**src/rtl/vga_timing_pkg.sv**
```systemverilog
// Shared 640x480 timing constants, FSM state encoding and the 11-bit
// measurement type used by the VGA sync decoder.
package vga_timing_pkg;

  localparam int unsigned CNT_W = 11;
  typedef logic [CNT_W-1:0] count_t;
  localparam count_t CNT_MAX = '1;

  localparam int unsigned VGA_H_TOTAL      = 800;
  localparam int unsigned VGA_H_ACTIVE     = 640;
  localparam int unsigned VGA_H_SYNC_START = 659;
  localparam int unsigned VGA_H_SYNC_END   = 754;
  localparam int unsigned VGA_V_TOTAL      = 525;
  localparam int unsigned VGA_V_ACTIVE     = 480;
  localparam int unsigned VGA_V_SYNC_START = 493;
  localparam int unsigned VGA_V_SYNC_END   = 494;

  typedef enum logic [1:0] {
    HUNT    = 2'd0,
    MEASURE = 2'd1,
    LOCKED  = 2'd2
  } sync_state_e;

  function automatic count_t sat_inc(input count_t v, input logic en);
    return (en && (v != CNT_MAX)) ? v + count_t'(1) : v;
  endfunction

endpackage

```
**src/rtl/vga_period_meter.sv**
```systemverilog
// Saturating tick counter that captures its running count on each edge
// strobe; period_c exposes the value being captured this cycle.
module vga_period_meter
  import vga_timing_pkg::*;
(
  input  logic   clk,
  input  logic   rst,
  input  logic   tick,
  input  logic   capture,
  output count_t period,
  output count_t period_c
);

  count_t count_q, count_d;
  count_t period_q, period_d;

  // A tick coinciding with the capture belongs to the period being closed.
  assign period_c = sat_inc(count_q, tick);

  always_comb begin
    count_d  = sat_inc(count_q, tick);
    period_d = period_q;
    if (capture) begin
      count_d  = '0;
      period_d = period_c;
    end
  end

  always_ff @(posedge clk or posedge rst) begin
    if (rst) begin
      count_q  <= '0;
      period_q <= '0;
    end else begin
      count_q  <= count_d;
      period_q <= period_d;
    end
  end

  assign period = period_q;

endmodule

```
**src/rtl/vga_sync_decoder.sv**
```systemverilog
// Recovers pixel coordinates from an HS/VS/BLANK_N stream, measures its timing
// and tracks lock. Optional error counter: VGA_SYNC_DECODER_STATS_EN.
module vga_sync_decoder
  import vga_timing_pkg::*;
#(
  parameter int unsigned H_TOTAL     = VGA_H_TOTAL,
  parameter int unsigned V_TOTAL     = VGA_V_TOTAL,
  parameter int unsigned H_ACTIVE    = VGA_H_ACTIVE,
  parameter int unsigned V_ACTIVE    = VGA_V_ACTIVE,
  parameter int unsigned LOCK_FRAMES = 2
)(
  input  logic        vga_clock,
  input  logic        reset,
  input  logic        VGA_HS,
  input  logic        VGA_VS,
  input  logic        VGA_BLANK_N,
  output logic [9:0]  xCoord,
  output logic [9:0]  yCoord,
  output logic        pixel_valid,
  output logic        frame_start,
  output logic        locked,
  output logic        timing_err,
  output logic [10:0] h_total,
  output logic [10:0] v_total,
  output logic [10:0] h_active,
  output logic [10:0] v_active,
  output logic [15:0] err_count
);

  logic in_hs_q, in_vs_q, in_blank_q, dly_hs_q, dly_vs_q, dly_blank_q;
  logic in_hs_d, in_vs_d, in_blank_d, dly_hs_d, dly_vs_d, dly_blank_d;
  logic hs_fall, vs_fall, blank_rise, blank_fall;
  logic [9:0] x_q, x_d, y_q, y_d;
  logic pv_q, pv_d, fs_q, fs_d, locked_q, locked_d, terr_q, terr_d, h_ok_q, h_ok_d;
  count_t act_q, act_d, line_act_q, line_act_d, vact_q, vact_d;
  count_t h_active_q, h_active_d, v_active_q, v_active_d, gap_q, gap_d;
  count_t h_period, h_period_c, v_period, v_period_c, h_act_new, v_act_new;
  logic line_bad, frame_ok, timeout;
  sync_state_e state_q, state_d;
  logic [3:0] good_q, good_d, good_inc;

  assign hs_fall    = dly_hs_q & ~in_hs_q;
  assign vs_fall    = dly_vs_q & ~in_vs_q;
  assign blank_rise = in_blank_q & ~dly_blank_q;
  assign blank_fall = ~in_blank_q & dly_blank_q;

  vga_period_meter u_h_meter (
    .clk(vga_clock), .rst(reset), .tick(1'b1), .capture(hs_fall),
    .period(h_period), .period_c(h_period_c)
  );

  vga_period_meter u_v_meter (
    .clk(vga_clock), .rst(reset), .tick(hs_fall), .capture(vs_fall),
    .period(v_period), .period_c(v_period_c)
  );

  // Line/frame checks; a line closing on the VS edge still belongs to the old frame.
  assign line_bad  = hs_fall && (h_period_c != count_t'(H_TOTAL));
  assign h_act_new = blank_fall ? act_q : line_act_q;
  assign v_act_new = sat_inc(vact_q, blank_fall);
  assign frame_ok  = h_ok_q && !line_bad && (v_period_c == count_t'(V_TOTAL)) &&
                     (h_act_new == count_t'(H_ACTIVE)) && (v_act_new == count_t'(V_ACTIVE));
  assign timeout   = !hs_fall && (gap_q == count_t'(2 * H_TOTAL - 1));
  assign good_inc  = good_q + 4'd1;

  always_comb begin
    in_hs_d     = VGA_HS;
    in_vs_d     = VGA_VS;
    in_blank_d  = VGA_BLANK_N;
    dly_hs_d    = in_hs_q;
    dly_vs_d    = in_vs_q;
    dly_blank_d = in_blank_q;
    pv_d        = in_blank_q;
    fs_d        = vs_fall;
    x_d         = x_q;
    y_d         = y_q;
    if (in_blank_q) x_d = blank_rise ? 10'd0 : x_q + 10'd1;
    if (vs_fall) y_d = 10'd0;
    else if (blank_fall) y_d = y_q + 10'd1;
    act_d       = blank_rise ? count_t'(1) : sat_inc(act_q, in_blank_q);
    line_act_d  = blank_fall ? act_q : line_act_q;
    vact_d      = vs_fall ? '0 : v_act_new;
    h_active_d  = vs_fall ? h_act_new : h_active_q;
    v_active_d  = vs_fall ? v_act_new : v_active_q;
    gap_d       = hs_fall ? '0 : sat_inc(gap_q, 1'b1);
    h_ok_d      = vs_fall ? 1'b1 : (h_ok_q && !line_bad);
  end

  always_ff @(posedge vga_clock or posedge reset) begin
    if (reset) begin
      state_q <= HUNT;
      good_q  <= '0;
    end else begin
      state_q <= state_d;
      good_q  <= good_d;
    end
  end

  always_comb begin
    state_d = state_q;
    good_d  = good_q;
    if (timeout) begin
      state_d = HUNT;
    end else begin
      case (state_q)
        HUNT: if (vs_fall) begin
          state_d = MEASURE;
          good_d  = '0;
        end
        MEASURE: if (vs_fall) begin
          if (frame_ok) begin
            good_d = good_inc;
            if (good_inc >= 4'(LOCK_FRAMES)) state_d = LOCKED;
          end else begin
            good_d = '0;
          end
        end
        LOCKED: if (line_bad || (vs_fall && !frame_ok)) begin
          state_d = MEASURE;
          good_d  = '0;
        end
        default: state_d = HUNT;
      endcase
    end
  end

  // Every exit from LOCKED, whatever the cause, is reported as one error pulse.
  always_comb begin
    locked_d = (state_d == LOCKED);
    terr_d   = (state_q == LOCKED) && (state_d != LOCKED);
  end

  always_ff @(posedge vga_clock or posedge reset) begin
    if (reset) begin
      in_hs_q    <= 1'b1;  in_vs_q    <= 1'b1;  in_blank_q  <= 1'b0;
      dly_hs_q   <= 1'b1;  dly_vs_q   <= 1'b1;  dly_blank_q <= 1'b0;
      x_q        <= '0;    y_q        <= '0;    pv_q        <= 1'b0;
      fs_q       <= 1'b0;  locked_q   <= 1'b0;  terr_q      <= 1'b0;
      act_q      <= '0;    line_act_q <= '0;    vact_q      <= '0;
      h_active_q <= '0;    v_active_q <= '0;    gap_q       <= '0;
      h_ok_q     <= 1'b0;
    end else begin
      in_hs_q    <= in_hs_d;    in_vs_q    <= in_vs_d;    in_blank_q  <= in_blank_d;
      dly_hs_q   <= dly_hs_d;   dly_vs_q   <= dly_vs_d;   dly_blank_q <= dly_blank_d;
      x_q        <= x_d;        y_q        <= y_d;        pv_q        <= pv_d;
      fs_q       <= fs_d;       locked_q   <= locked_d;   terr_q      <= terr_d;
      act_q      <= act_d;      line_act_q <= line_act_d; vact_q      <= vact_d;
      h_active_q <= h_active_d; v_active_q <= v_active_d; gap_q       <= gap_d;
      h_ok_q     <= h_ok_d;
    end
  end

`ifdef VGA_SYNC_DECODER_STATS_EN
  logic [15:0] err_cnt_q, err_cnt_d;

  always_comb begin
    err_cnt_d = err_cnt_q;
    if (terr_d && (err_cnt_q != 16'hFFFF)) err_cnt_d = err_cnt_q + 16'd1;
  end

  always_ff @(posedge vga_clock or posedge reset) begin
    if (reset) err_cnt_q <= '0;
    else       err_cnt_q <= err_cnt_d;
  end

  assign err_count = err_cnt_q;
`else
  assign err_count = '0;
`endif

  assign xCoord      = x_q;
  assign yCoord      = y_q;
  assign pixel_valid = pv_q;
  assign frame_start = fs_q;
  assign locked      = locked_q;
  assign timing_err  = terr_q;
  assign h_total     = h_period;
  assign v_total     = v_period;
  assign h_active    = h_active_q;
  assign v_active    = v_active_q;

endmodule
```
**config.mk**
```make
export PLATFORM = sky130hd
export DESIGN_NAME = vga_sync_decoder
export DESIGN_NICKNAME = d
export VERILOG_FILES = /design/src/rtl/vga_timing_pkg.sv /design/src/rtl/vga_period_meter.sv /design/src/rtl/vga_sync_decoder.sv
export SDC_FILE = /design/constraint.sdc
export NUM_CORES = 1
export LEC_CHECK = 0
export CAP_MARGIN = 20
export CELL_PAD_IN_SITES_DETAIL_PLACEMENT = 0
export CELL_PAD_IN_SITES_GLOBAL_PLACEMENT = 1
export CORE_ASPECT_RATIO = 1.25
export CORE_UTILIZATION = 43
export DETAILED_ROUTE_END_ITERATION = 12
export PLACE_DENSITY = 0.88
export SLEW_MARGIN = 20
export SYNTH_ARGS = -nofsm -noshare
export SYNTH_HDL_FRONTEND = slang
export SYNTH_SLANG_ARGS = --single-unit
```
**constraint.sdc**
```tcl
create_clock -name vga_clock -period 5.6 [get_ports vga_clock]
set_input_delay 1.12 -clock vga_clock [delete_from_list [all_inputs] [get_ports vga_clock]]
set_output_delay 1.12 -clock vga_clock [all_outputs]
set_load 0.05 [all_outputs]
```
# After elaboration in Yosys (flattened, before gate mapping)
# Cells that the tools add are included.
[totals]
out_inout_bits = 84
reg_bits = 146
n_memories = 0
wordCells = 107
latchBits = 0
input_bits = 5
romBits = 0
mem_bits_rw = 0
[op_classes]
eq_ne = 17
bitwise = 9
n_lt_le_gt_ge = 1
n_shift = 0
muxes = 27
n_reduce_logical = 21
add_sub_neg = 8
mul = 0
n_div = 0
[ops]
columns = ["operator", "count"]
rows = [
  ["$mux 11", 11],
  ["$add 11x1->11 const B", 5],
  ["$ne 11x11->1 const B", 5],
  ["$mux 10", 3],
  ["$eq 11x10->1 const B", 2],
  ["$add 10x1->10 const B", 2],
  ["$mux 4", 4],
  ["$mux 2", 6],
  ["$pmux 4 s3", 1],
  ["$eq 11x11->1 const B", 1],
  ["$eq 11x9->1 const B", 1],
  ["$logic_and 1x1->1", 11],
  ["$ne 11x10->1 const B", 1],
  ["$ne 2x2->1 const B", 4],
  ["$pmux 2 s3", 1],
  ["$reduce_bool 2->1", 3],
  ["$not 1->1", 5],
  ["$reduce_and 5->1", 1],
  ["$add 4x1->4 const B", 1],
  ["$and 1x1->1", 4],
  ["$eq 2x2->1 const B", 2],
  ["$ge 4x2->1 const B", 1],
  ["$logic_not 1->1", 3],
  ["$reduce_bool 3->1", 1],
  ["other kinds (4)", 4],
]

# Logic depth before layout (Yosys ltp)
[depth]
depth_word = 17
depth_mapped = 10
depth_no_buf = 9

# Cells and area by module
# From an unflattened synthesis, not the netlist that was laid out.
[unflattened]
cells_unflattened = 752
hier_area_um2 = 7115.6
[modules_own_cells]
columns = ["mod", "cells_each", "n_inst", "seq_area_each_um2", "area_per_inst_um2"]
rows = [
  ["vga_sync_decoder", 536, 1, 2557.5, 5013.6],
  ["vga_period_meter", 108, 2, 550.5, 1051.0],
]

# Worst setup path before layout
# No wires, ideal clock.
[synth_timing]
path_type = "register to register"
startpoint = "reg pixel_valid (netlist name)"
endpoint = "reg state_q[0]"
setup_ps = 143
setup_slack_ps = 2546
t_required_ps = 5457
period_less_slack_ps = 3054
path_stages_with_launch = 10
path_buffers = 1
t_arrival_ps = 2912
cell_sequence = "dfrtp_1 nor2b_4 buf_6 mux2_4 a2111oi_2 nand4bb_1 or4_1 or3_1 o221ai_1 a31oi_1"
[synth_rtl]
columns = ["item", "line", "source"]
rows = [
  ["end signal: assignment", "vga_sync_decoder.sv:94", "state_q <= state_d;"],
  ["end: declaration", "vga_sync_decoder.sv:39", "sync_state_e state_q, state_d;"],
]

# Worst setup path in the final report
[layout_timing]
startpoint = "reg in_blank_q (netlist: dly_blank_d)"
endpoint = "reg state_q[0]"
[layout_between]
elab_chain_len = 12
elab_cells_between_ends = 17
classes_between = "eq/ne (2); mux (7); bitwise (2); reduce/logical (6)"
[layout_lines]
columns = ["item", "line", "source"]
rows = [
  ["start: declaration", "vga_sync_decoder.sv:30", "logic in_hs_q, in_vs_q, in_blank_q, dly_hs_q, dly_vs_q, dly_blank_q;"],
  ["start signal: assignment", "vga_sync_decoder.sv:143", "in_hs_q <= in_hs_d; in_vs_q <= in_vs_d; in_blank_q <= in_blank_d;"],
  ["$not 1->1 (*)", "vga_sync_decoder.sv:45", "assign blank_fall = ~in_blank_q & dly_blank_q;"],
  ["$and 1x1->1 (*)", "vga_sync_decoder.sv:45", ""],
  ["$mux 11 or $logic_and 1x1->1 (tied branches)", "--", ""],
  ["$eq 11x10->1 or $mux 11 (tied branches)", "vga_sync_decoder.sv:62, vga_timing_pkg.sv:25", ""],
  ["$logic_and 1x1->1 or $eq 11x9->1 (tied branches)", "vga_sync_decoder.sv:61, vga_sync_decoder.sv:62", ""],
  ["$logic_and 1x1->1 (*)", "vga_sync_decoder.sv:62", "(h_act_new == count_t'(H_ACTIVE)) && (v_act_new == count_t'(V_ACTIVE));"],
  ["$logic_not 1->1", "vga_sync_decoder.sv:118", "LOCKED: if (line_bad || (vs_fall && !frame_ok)) begin"],
  ["$logic_and 1x1->1", "vga_sync_decoder.sv:118", ""],
  ["$logic_or 1x1->1", "vga_sync_decoder.sv:118", ""],
  ["$mux 2", "vga_sync_decoder.sv:118", ""],
  ["$pmux 2 s3 (*)", "vga_sync_decoder.sv:105", "case (state_q)"],
  ["$mux 2 (*)", "vga_sync_decoder.sv:102", "if (timeout) begin"],
  ["via state_d[0]", "vga_sync_decoder.sv:39", ""],
]
# The timed path passes the listed nets; every way through them passes the cells marked *.
# A chain may end at the register's enable or synchronous reset.

==> flow_metrics.env <==
export IMPL_htree_num_levels=4
export IMPL_slew_limit_headroom_pct=40.51
export IMPL_rsz0062_at_grt="no"
export IMPL_crit_path_end_kind="flip-flop"
export IMPL_fin_util_pct=52.97
export IMPL_wl_per_cell_um=15.13
export IMPL_ant_nets=0
export IMPL_grt_ovfl_total=0
export IMPL_p_sw_w=0.0008773
export IMPL_status="completed"
export IMPL_numCtsBuffers=17
export IMPL_grt_pass1_wl_um=26610
export IMPL_layout_min_cycle_time_ns=3.612
export IMPL_internal_power_w=0.002110
export IMPL_max_vdd_ir_drop_v=0.0001823
export IMPL_r2r_start="dly_blank_d"
export IMPL_fp_row_count=52
export IMPL_whs_endpoint="dly_vs_q"
export IMPL_routed_via_density=5.348
export IMPL_seq_area_frac_synth_pct=51.48
export IMPL_slew_violations=0
export IMPL_max_stage_delay_ns=0.93
export IMPL_coreArea_um2=16200
export IMPL_p_total_w=0.002987
export IMPL_die_w_um=117.0
export IMPL_slowest_stage="dfrtp_1"
export IMPL_clock_path_buffers=2
export IMPL_wl_um=15630
export IMPL_path_clk_slew_ns=0.06
export IMPL_swShare_pct=29.37
export IMPL_min_path_cells=0
export IMPL_power_density_nw_per_um2=348.1
export IMPL_final_nets=818
export IMPL_hold_ws_ns=0.3623
export IMPL_vias=5525
export IMPL_clkLatencyLatePin_ns=0.41
export IMPL_fin_crit_sh_pct=64.51
export IMPL_skew_ns=0.008935
export IMPL_reg2reg_slack_ns=1.99
export IMPL_synthCells=746
export IMPL_setup_tns_ns=0
export IMPL_worstMarginPinSlew_ns=0.8924
export IMPL_portBuffers=72
export IMPL_yosys_top_cells_area="dfrtp_1, nand2_1, o21ai_0, nor2_1, xor2_1"
export IMPL_critPathMaxFanout=32
export IMPL_worstPathArrival_ns=3.89
export IMPL_yosysTopAreaCell="dfrtp_1"
export IMPL_synth_ff_type="dfrtp_1"
export IMPL_yosys_warnings=0
export IMPL_cts_hold_buf=0
export IMPL_required_ns=5.88
export IMPL_syn_area_um2=7107
export IMPL_num_io_pins=89
export IMPL_antenna_cells=0
export IMPL_syn2layout_area_growth_pct=20.76
export IMPL_drc=0
export IMPL_drive_above_1_share_pct=7.344
export IMPL_syn_area_per_cell_um2=9.527
export IMPL_routabilityCongestion=0.8491
export IMPL_postCtsSetupBuffers=0
export IMPL_clock_power_share_pct=42.5
export IMPL_cts_tree="built"
export IMPL_clkSinkCount=146
export IMPL_maxCapViolCount=0
export IMPL_synthArstFlopShare_pct=100.0
export IMPL_rr_worst_depth=8
export IMPL_firstDrtPassIters=4
export IMPL_p_leak_nw=3.797
export IMPL_min_from="dly_vs_d"
export IMPL_finalSetupViolCount=0
export IMPL_hold_path_class="reg2reg"
export IMPL_cp_cell_sequence="nand2b_1 > nand4_1 > a2111oi_2 > nand4bb_1 > or4_1 > or3_1 > o221ai_1 > a31oi_1"
export IMPL_ys_ff_latch=146
export IMPL_drt_iter0_drc=297
export IMPL_fillers=1438
export IMPL_path_class="reg2reg"
export IMPL_root_buffer="clkbuf_16"
export IMPL_synth_top_cell_area_share_pct=50.00
export IMPL_antenna_found_initial=0
export IMPL_initial_core_util_pct=43.87
export IMPL_yosysUniqueCellTypes=71
export IMPL_cts_resized=0
export IMPL_dieArea_um2=17050
export IMPL_p_seq_share_pct=41.2
export IMPL_grt_usage_pct=19.97
export IMPL_hpwl_um=10720
export IMPL_reg2reg_to="state_q[0]"
export IMPL_synth_enable_flop_cells=0
export IMPL_start_kind="flip-flop"
export IMPL_grt_pass1_vias=5409
export IMPL_grt_max_degree=116
export IMPL_hold_viol_final=0
export IMPL_die_h_um=145.7
export IMPL_comb_power_share_pct=16.3
export IMPL_fmax_mhz=276.8
[flip-flops by register name, summed over array words and instances (netlist names)]
signal / flops
pixel_valid: 1
dly_vs_d: 1
u_h_meter.period: 11
dly_hs_q: 1
yCoord: 10
h_active: 11
vact_q: 11
dly_vs_q: 1
frame_start: 1
u_h_meter.count_q: 11
line_act_q: 11
locked: 1
gap_q: 11
act_q: 11
u_v_meter.period: 11
dly_hs_d: 1
xCoord: 10
h_ok_q: 1
good_q: 4
u_v_meter.count_q: 11
timing_err: 1
v_active: 11
dly_blank_d: 1
state_q: 2
[worst max-delay path, delay by kind of cell, from the launching register on]
family | cells | cell delay (ns)
flip-flops | 1 | 0.93
AND/OR/NAND/NOR | 5 | 1.90
AO/OA/AOI/OAI | 3 | 0.64
[through the flow]
stage / instances / instance area, µm² / setup WS, ns
after floorplan: 761 / 7163 / 0.5636
after global placement: 1001 / 7918 / 2.064
after detailed placement: 1001 / 7918 / 1.990
after CTS: 1033 / 8579 / 1.974
after global routing: 1033 / 8582 / 1.651
final: 1033 / 8582 / 1.988
[power by group through the flow]
stage          clock, W  combinational (W)  sequential (W)
2_1_floorplan         0           0.000238         0.00136
3_3_place_gp          0           0.000483         0.00125
3_5_place_dp          0           0.000488         0.00125
4_1_cts         0.00130           0.000491         0.00123
5_1_grt         0.00134           0.000534         0.00125
6_report        0.00127           0.000486         0.00123
[metal layers]
layer	part of all wire (%)	global-route usage, %	vias to the layer above	routed length, µm
li1	-	-	2693	-
met1	44	25.08	2710	6909
met2	51	33.14	103	7916
met3	2.9	4.456	19	455
met4	2.2	7.722	0	344
met5	0	0	-	0
[logic make-up after synthesis]
kind of cell             synth area share [%]
AO/OA/AOI/OAI                           12.29
XOR/XNOR                                4.683
adder cells (fa/ha/maj)                 1.585
buffers and inverters                   4.806
flip-flops                              51.48
multiplexers                            1.637
other                                 0.05277
AND/OR/NAND/NOR                         23.47
[cell type report]
| type | instances | area [µm²] | share of cell area [%] |
|---|---|---|---|
| flip-flops and latches | 146 | 3659 | 42.63 |
| multi-input cells | 545 | 3166 | 36.89 |
| repair buffers | 76 | 750.7 | 8.748 |
| clock buffers | 18 | 439.2 | 5.117 |
| well taps | 216 | 270.3 | 3.149 |
| clock inverters | 14 | 222.7 | 2.595 |
| inverters | 18 | 75.07 | 0.8748 |
[cells in the final DEF, fill, tap and decap left out, types with 9 or more instances in the layout]
cell             instances
o21ai_0                 56
clkbuf_16               17
nand2_1                134
xor2_1                  22
ha_1                     9
a31oi_1                 11
mux2i_1                  9
nor2_1                  73
nand4_1                 20
dfrtp_1                142
clkdlybuf4s50_1         72
conb_1                  16
a21oi_1                 15
and2_1                  11
and4_1                   9
nand3_1                 27
inv_1                   17
and3_1                  15
xnor2_1                 16
[cells in the mapped netlist (3+ instances only)]
cell type	instances
o22ai_1	3
mux2i_1	9
buf_2	9
and2_1	11
and4_1	9
nor3_1	5
nor4_1	6
o31ai_1	4
o21ai_0	56
and3_1	15
xor2_1	22
nand4_1	20
inv_1	18
or3_1	6
ha_1	9
nor2b_1	3
buf_4	16
dfrtp_1	142
dfstp_2	4
buf_1	3
nand3_1	27
o2111ai_1	4
nor4bb_1	3
a211oi_1	3
xnor2_1	16
nand2b_1	5
nor2_1	73
or2_2	3
a31oi_1	11
a41oi_1	6
nand2_1	134
nand3b_1	3
clkbuf_1	23
a21oi_1	15
[worst max-delay path by stage]
stage,from,to,slack (ns),depth (start not counted)
2_1_floorplan,reset,act_q[0],0.56,1
3_3_place_gp,dly_blank_d,state_q[0],2.06,8
3_5_place_dp,dly_blank_d,state_q[0],1.99,8
4_1_cts,dly_blank_d,state_q[0],1.97,8
5_1_grt,dly_blank_d,state_q[0],1.65,8
6_report,dly_blank_d,state_q[0],1.99,8
No activity file was read; power rests on OpenSTA's default activity.
